==> config.mk <==
export PLATFORM = sky130hd
export DESIGN_NAME = bin_to_bcd_scan
export DESIGN_NICKNAME = d
export VERILOG_FILES = /design/src/rtl/bin_to_bcd_scan.sv
export SDC_FILE = /design/constraint.sdc
export NUM_CORES = 1
export LEC_CHECK = 0
export BUFFER_PORTS_ARGS = -buffer_cell sky130_fd_sc_hd__buf_4
export CAP_MARGIN = 20
export CORE_MARGIN = 4
export CORE_UTILIZATION = 30
export CTS_CLUSTER_DIAMETER = 40
export DETAILED_ROUTE_END_ITERATION = 16
export SLEW_MARGIN = 20
export SYNTH_ARGS = -nofsm -noshare
export SYNTH_HDL_FRONTEND = slang
export SYNTH_SLANG_ARGS = --single-unit
==> constraint.sdc <==
create_clock -name clk_i -period 1.4 [get_ports clk_i]
set_input_delay 0.07 -clock clk_i [delete_from_list [all_inputs] [get_ports clk_i]]
set_output_delay 0.07 -clock clk_i [all_outputs]
set_load 0.05 [all_outputs]
==> src/rtl/bin_to_bcd_scan.sv <==
// Serial binary-to-BCD converter (double dabble, one bit per clock) feeding a
// time-multiplexed digit bus with a one-hot select delayed to match the 7-seg decoder.
module bin_to_bcd_scan #(
  parameter int unsigned BinW       = 13,
  parameter int unsigned Digits     = 4,
  parameter int unsigned RefreshDiv = 1000,
  parameter int unsigned DecLat     = 2
) (
  input  logic                clk_i,
  input  logic                rst_ni,
  input  logic                in_valid_i,
  input  logic [BinW-1:0]     in_data_i,
  output logic                in_ready_o,
  output logic                result_valid_o,
  output logic [4*Digits-1:0] bcd_out_o,
  output logic [3:0]          digit_o,
  output logic [Digits-1:0]   digit_sel_o
);

  localparam int unsigned BcdW      = 4 * Digits;
  localparam int unsigned CntW      = $clog2(BinW + 1);
  localparam int unsigned IdxW      = (Digits > 1) ? $clog2(Digits) : 1;
  localparam int unsigned RefW      = (RefreshDiv > 1) ? $clog2(RefreshDiv) : 1;
  localparam int unsigned SelStages = DecLat + 1;

  localparam logic [RefW-1:0] RefMax = RefW'(RefreshDiv - 1);
  localparam logic [IdxW-1:0] IdxMax = IdxW'(Digits - 1);

  typedef enum logic [1:0] {StIdle, StShift, StDone} state_e;

  state_e          state_q;
  logic [BinW-1:0] shift_q;
  logic [BcdW-1:0] scratch_q;
  logic [BcdW-1:0] bcd_q;
  logic [CntW-1:0] cnt_q;
  logic            rv_q;
  logic [BcdW-1:0] adj;

  // Add-3 correction applied before every shift so each nibble stays decimal.
  always_comb begin
    adj = scratch_q;
    for (int i = 0; i < Digits; i++) begin
      if (scratch_q[4*i +: 4] >= 4'd5) adj[4*i +: 4] = scratch_q[4*i +: 4] + 4'd3;
    end
  end

  always_ff @(posedge clk_i or negedge rst_ni) begin
    if (!rst_ni) begin
      state_q   <= StIdle;
      shift_q   <= '0;
      scratch_q <= '0;
      bcd_q     <= '0;
      cnt_q     <= '0;
      rv_q      <= 1'b0;
    end else begin
      rv_q <= 1'b0;
      case (state_q)
        StIdle: begin
          if (in_valid_i) begin
            shift_q   <= in_data_i;
            scratch_q <= '0;
            cnt_q     <= CntW'(BinW);
            state_q   <= StShift;
          end
        end
        StShift: begin
          scratch_q <= BcdW'({adj, shift_q[BinW-1]});
          shift_q   <= shift_q << 1;
          cnt_q     <= cnt_q - 1'b1;
          if (cnt_q == CntW'(1)) state_q <= StDone;
        end
        StDone: begin
          bcd_q   <= scratch_q;
          rv_q    <= 1'b1;
          state_q <= StIdle;
        end
        default: state_q <= StIdle;
      endcase
    end
  end

  logic [RefW-1:0]   refresh_q;
  logic [IdxW-1:0]   index_q;
  logic [3:0]        digit_q;
  logic [3:0]        digit_d;
  logic [Digits-1:0] sel_onehot;
  logic [Digits-1:0] sel_pipe_q [SelStages];

  always_comb begin
    digit_d    = '0;
    sel_onehot = '0;
    for (int i = 0; i < Digits; i++) begin
      if (index_q == IdxW'(i)) begin
        digit_d       = bcd_q[4*i +: 4];
        sel_onehot[i] = 1'b1;
      end
    end
  end

  // One stage mirrors the digit register, the rest cover the decoder latency.
  always_ff @(posedge clk_i or negedge rst_ni) begin
    if (!rst_ni) begin
      refresh_q <= '0;
      index_q   <= '0;
      digit_q   <= '0;
      for (int s = 0; s < SelStages; s++) sel_pipe_q[s] <= Digits'(1);
    end else begin
      if (refresh_q == RefMax) begin
        refresh_q <= '0;
        index_q   <= (index_q == IdxMax) ? '0 : index_q + 1'b1;
      end else begin
        refresh_q <= refresh_q + 1'b1;
      end
      digit_q       <= digit_d;
      sel_pipe_q[0] <= sel_onehot;
      for (int s = 1; s < SelStages; s++) sel_pipe_q[s] <= sel_pipe_q[s-1];
    end
  end

  assign in_ready_o     = (state_q == StIdle);
  assign result_valid_o = rv_q;
  assign bcd_out_o      = bcd_q;
  assign digit_o        = digit_q;
  assign digit_sel_o    = sel_pipe_q[SelStages-1];

endmodule

Yosys cells after proc, flatten, opt, wreduce, memory -nomap -nowiden
Index checks and enable logic that the tools add are counted.
{"block": "word_totals", "register_bits": 80, "in_bits": 16, "output_inout_bits": 26, "wordCells": 61}
{"block": "op_classes", "addsub": 7, "magnitude_cmp": 4, "eq_ne": 9, "n_mux": 24, "reduce_logical": 5}
{"op": "$mux W4", "n": 8}
{"op": "$pmux W16 S2", "n": 1}
{"op": "$pmux W13 S2", "n": 1}
{"op": "$ge A4 B3 Y1 const B", "n": 4}
{"op": "$mux W16", "n": 1}
{"op": "$mux W13", "n": 1}
{"op": "$add A4 B2 Y4 const B", "n": 3}
{"op": "$add A10 B1 Y10 const B", "n": 1}
{"op": "$eq A10 B10 Y1 const B", "n": 1}
{"op": "$mux W10", "n": 1}
{"op": "$pmux W4 S2", "n": 1}
{"op": "$eq A2 B2 Y1 const B", "n": 3}
{"op": "$mux W2", "n": 3}
{"op": "$mux W1", "n": 5}
{"op": "$eq A2 B1 Y1 const B", "n": 2}
{"op": "$eq A4 B1 Y1 const B", "n": 1}
{"op": "$logic_not A2 Y1", "n": 2}
{"op": "$ne A2 B2 Y1 const B", "n": 2}
{"op": "$pmux W2 S2", "n": 1}
{"op": "$reduce_and A2 Y1", "n": 2}
{"op": "$sub A4 B1 Y4 const B", "n": 1}
{"op": "$add A3 B2 Y3 const B", "n": 1}
{"op": "$mux W3", "n": 1}
{"op": "$add A2 B1 Y2 const B", "n": 1}
{"op": "$reduce_bool A2 Y1", "n": 1}

Longest topological paths before layout
{"block": "depth", "word_depth": 5, "depth_mapped": 6}

Worst setup path after synthesis
Ideal clock, no wire load.
{"block": "synth_timing", "path_kind": "reg2reg", "startpoint": "register refresh_q[0]", "endpoint": "register index_q[0]", "setup_time_ps": 125, "t_arrival_ps": 1402, "required_time_ps": 1275, "path_slack_ps": -127, "stages_incl_launch_ff": 6, "n_path_buf": 0, "path_cell_list": "dfrtp_1 > ha_1 > and2_4 > nand3b_4 > nor3_4 > mux2_4"}
{"block": "synth_between", "elab_chain_cells": 1}
{"item": "start: declaration", "line": "82", "source": "logic [RefW-1:0] refresh_q;"}
{"item": "start signal: assignment", "line": "112", "source": "refresh_q <= refresh_q + 1'b1;"}
{"item": "$eq A10 B10 Y1", "line": "108", "source": "if (refresh_q == RefMax) begin"}
{"item": "end signal: assignment", "line": "110", "source": "index_q <= (index_q == IdxMax) ? '0 : index_q + 1'b1;"}
{"item": "end: declaration", "line": "83", "source": "logic [IdxW-1:0] index_q;"}
Every way passes these cells.
A chain may end at the register's enable or synchronous reset.

Worst setup path after layout
{"block": "layout_timing", "startpoint": "register refresh_q[0]", "endpoint": "register index_q[1]"}
The elaborated chain is that of the path after synthesis.

==> metrics <==
number of ports placed on the die boundary=42; worst reg2reg endpoint=index_q[1]; Initial DRT Pass Iterations=4; internal cell power=6.39 mW; floorplan core area=11500 sq um; switch share=36.1%; fraction of final layout cells sized beyond drive strength 1=38.6%; Final Non-Filler Cells=555; final RePlAce weighted congestion=0.792; top_reg_cell synth=dfrtp_1; switching power=3.61 mW; TritonCTS sink count=80; Area Overhead vs Synth=39.4%; clock tree from TritonCTS=yes; effective utilization at floorplan=30.9%; power per unit of standard cell area=2010 nW/um^2; most area-hungry cell type in the Yosys netlist=dfrtp_1; average instance area after synthesis=11.3 sq um; via count=2600; half-perimeter wire length of the detailed placement result=5320 um; fill count=1053; combinational cell fraction of total power=41.5%; endpoint class of the critical path=flip-flop; crit start category=flip-flop; number of buffer cells added on primary ports=41; Placed Cells=516; number of enable flip-flop cells after synthesis=0; CTS HTree Levels=3; Worst Hold Class=in2async; clock network latency to the later pin of the worst-skew pair=0.33 ns; Seq/Total Area, Yosys=56.3%; post-synthesis cell area=3560 sq um; detailed router's first-iteration violation count=132; antenna fix cells=0; slowest cell on the critical path=dfrtp_1; Root Buffer Master=clkbuf_16; final setup slack of the worst path=-0.0534 ns; violations in the final reports=negative setup slack; die area=13700 sq um; peak per-stage delay on the critical path=0.36 ns; category of the critical setup timing path=reg2reg; final critical delay including setup and external delays=1.45 ns; wire length per cell=14.1 um; global-route total usage across every layer=12.1%; number of pins with negative max-slew slack in the final report=0; post-route clock period utilization=104%; leading cell types by count after synthesis=dfrtp_1 (77), nand2_1 (51), o21ai_0 (18); Fin. Hold Viols=0; actual slew at the worst max-slew pin=0.436 ns; Detail Route Antenna Nets=0; number of nets in the layout=438; worst setup slack before clock tree synthesis=-0.0641 ns; CTS buffer count=9; depth of the most critical reg-to-reg path=5; die span in y=117 um; GRT overflow=0; Worst setup startpoint=refresh_q[0]; count of mapped cells out of synthesis=315; clock-pin slew on the worst setup and hold paths=0.06 ns; Max Fclk=688 MHz; count leader, synth=dfrtp_1; initial antenna violation count=0; synth warn=0; clock tree skew after final layout=0.00493 ns; outcome=finished with violations; post-detailed-routing wire length=7840 um; number of max-cap violations=0; power share of the sequential group=34.7%; via count of the first global-routing pass=2607; Vias/cell=4.68; unrepaired setup endpoints after global routing=yes; first-pass GRT wire length=12800 um; Worst R2R Start=refresh_q[0]; part of the total power dissipated in the clock network=23.9%; worst ir drop on vdd=0.916 mV; largest net degree at the start of global routing=36; minimum setup slack among reg-to-reg paths=-0.05 ns; unique cell type count in the Yosys netlist=44; Critical Path RT=1.62 ns; critical-path maximum fanout=5; Arrival @ worst endpoint=1.68 ns; clock buffer depth=2; synthesis-stage register bit count=80; cells along the critical path=ha_2, and2_4, nand3b_4, nor3_4, mux2_4; share of Yosys cell area claimed by the top area cell type=54.1%; total number of placement rows=39; setup violation total in the final timing report=6; Syn Nets=346; fraction of registers with async set or reset after synthesis=100%; final core area utilization=43.1%; Horiz. Die Dim=117 um; leakage component of the power=2.33 nW; detailed-route DRC error count=0; biggest area contributors in the synthesized netlist=dfrtp_1 (54%), nand2_1 (5.4%), ha_1 (5.3%), mux2_2 (3.2%), o21ai_0 (2.5%); Max-Slew Margin vs Limit=70.9%
[how the worst max path moves through the flow]
| stage | to | slack (ns) | cells past startpoint |
|---|---|---|---|
| final | index_q[1] | -0.05 | 5 |
| after global routing | refresh_q[5] | -0.13 | 7 |
| after CTS | index_q[1] | -0.07 | 5 |
| after detailed placement | index_q[1] | -0.06 | 5 |
| after global placement | index_q[0] | -0.02 | 5 |
| after floorplan | index_q[0] | -0.08 | 5 |
[cells by family after synthesis]
group / count (synthesis) / share of synthesized area, %
mux: 15 / 4.85
fa+ha+maj: 15 / 5.27
flops: 80 / 56.3
compound gates: 71 / 12.9
buf+inv: 32 / 4.67
simple gates: 89 / 12.8
xor+xnor: 13 / 3.20
[power by group through the flow]
stage          Sequential (mW)  Clock [mW]  Combinational (mW)
3_5_place_dp              3.46           0                3.61
5_1_grt                   3.56        2.56                4.53
6_report                  3.47        2.39                4.15
3_3_place_gp              3.44           0                3.50
2_1_floorplan             3.82           0                1.94
4_1_cts                   3.45        2.46                3.84
[sequential cells by signal, summed over array words and instances (netlist names)]
signal          flops
shift_q            13
refresh_q          10
scratch_q          16
bcd_out_o          16
result_valid_o      1
state_q             2
index_q             2
digit_o             4
sel_pipe_q          8
cnt_q               4
digit_sel_o         4
[worst max-delay path, delay by kind of cell (launching register included)]
kind / cells / cell delay, ns
simple gates: 3 / 0.47
mux: 1 / 0.32
flops: 1 / 0.36
fa+ha+maj: 1 / 0.18
[area by class of cell]
type                            count  area (sq um)  area share, %
Clock buffer                       12           256           5.17
Clock inverter                      4          51.3           1.03
Inverter                           13          48.8          0.983
Multi-Input combinational cell    203          1560           31.4
Sequential cell                    80          2010           40.4
Tap cell                          143           179           3.60
Timing Repair Buffer              100           863           17.4
[layer usage]
layer | track usage (%) | vias to the layer above | part of all wire [%]
met5 | 0 | - | 0
met4 | 3.90 | 0 | 1.2
met3 | 3.70 | 10 | 4.1
met2 | 19.8 | 46 | 49
met1 | 15.4 | 1275 | 46
li1 | - | 1269 | -
[through the flow]
step / hold WS [ns] / cell area [sq um] / TNS, ns / power (mW)
6_report: 0.221 / 4960 / -0.243 / 10.0
5_1_grt: 0.254 / 4960 / -1.03 / 10.6
3_5_place_dp: 0.0460 / 4260 / -0.169 / 7.07
2_1_floorplan: -0.226 / 3580 / -0.157 / 5.76
4_1_cts: 0.224 / 4780 / -0.143 / 9.74
3_3_place_gp: 0.0398 / 4260 / -0.0348 / 6.95
[cells in the final DEF, fill, tap and decap left out, types with 3 or more instances in the layout]
cell type / count
mux2i_1: 3
dfstp_2: 3
o32ai_1: 3
nand3b_1: 4
mux2_2: 8
ha_1: 4
buf_4: 77
nand2_1: 51
a32o_1: 4
o21ai_0: 15
clkbuf_16: 10
xor2_1: 6
nor2_2: 5
buf_6: 4
nor2_1: 7
xnor2_1: 7
inv_2: 7
a22oi_1: 12
nand2b_4: 4
mux2_4: 4
o31ai_1: 5
ha_2: 6
dlygate4sd3_1: 14
inv_1: 6
a31oi_1: 3
buf_12: 3
o22ai_1: 6
dfrtp_1: 76
nand2b_1: 3
a21oi_1: 10
ha_4: 5
[timing repair]
action / 4_1_cts / 5_1_grt
endpoints found under the setup margin: 8 / 26
pin swaps: 4 / 11
gates cloned: 0 / 1
endpoints found under the hold margin: 41 / 0
buffers inserted: 2 / 6
resized for setup: 11 / 30
hold buffers: 14 / 0
Power figures use the tool's default switching activity.
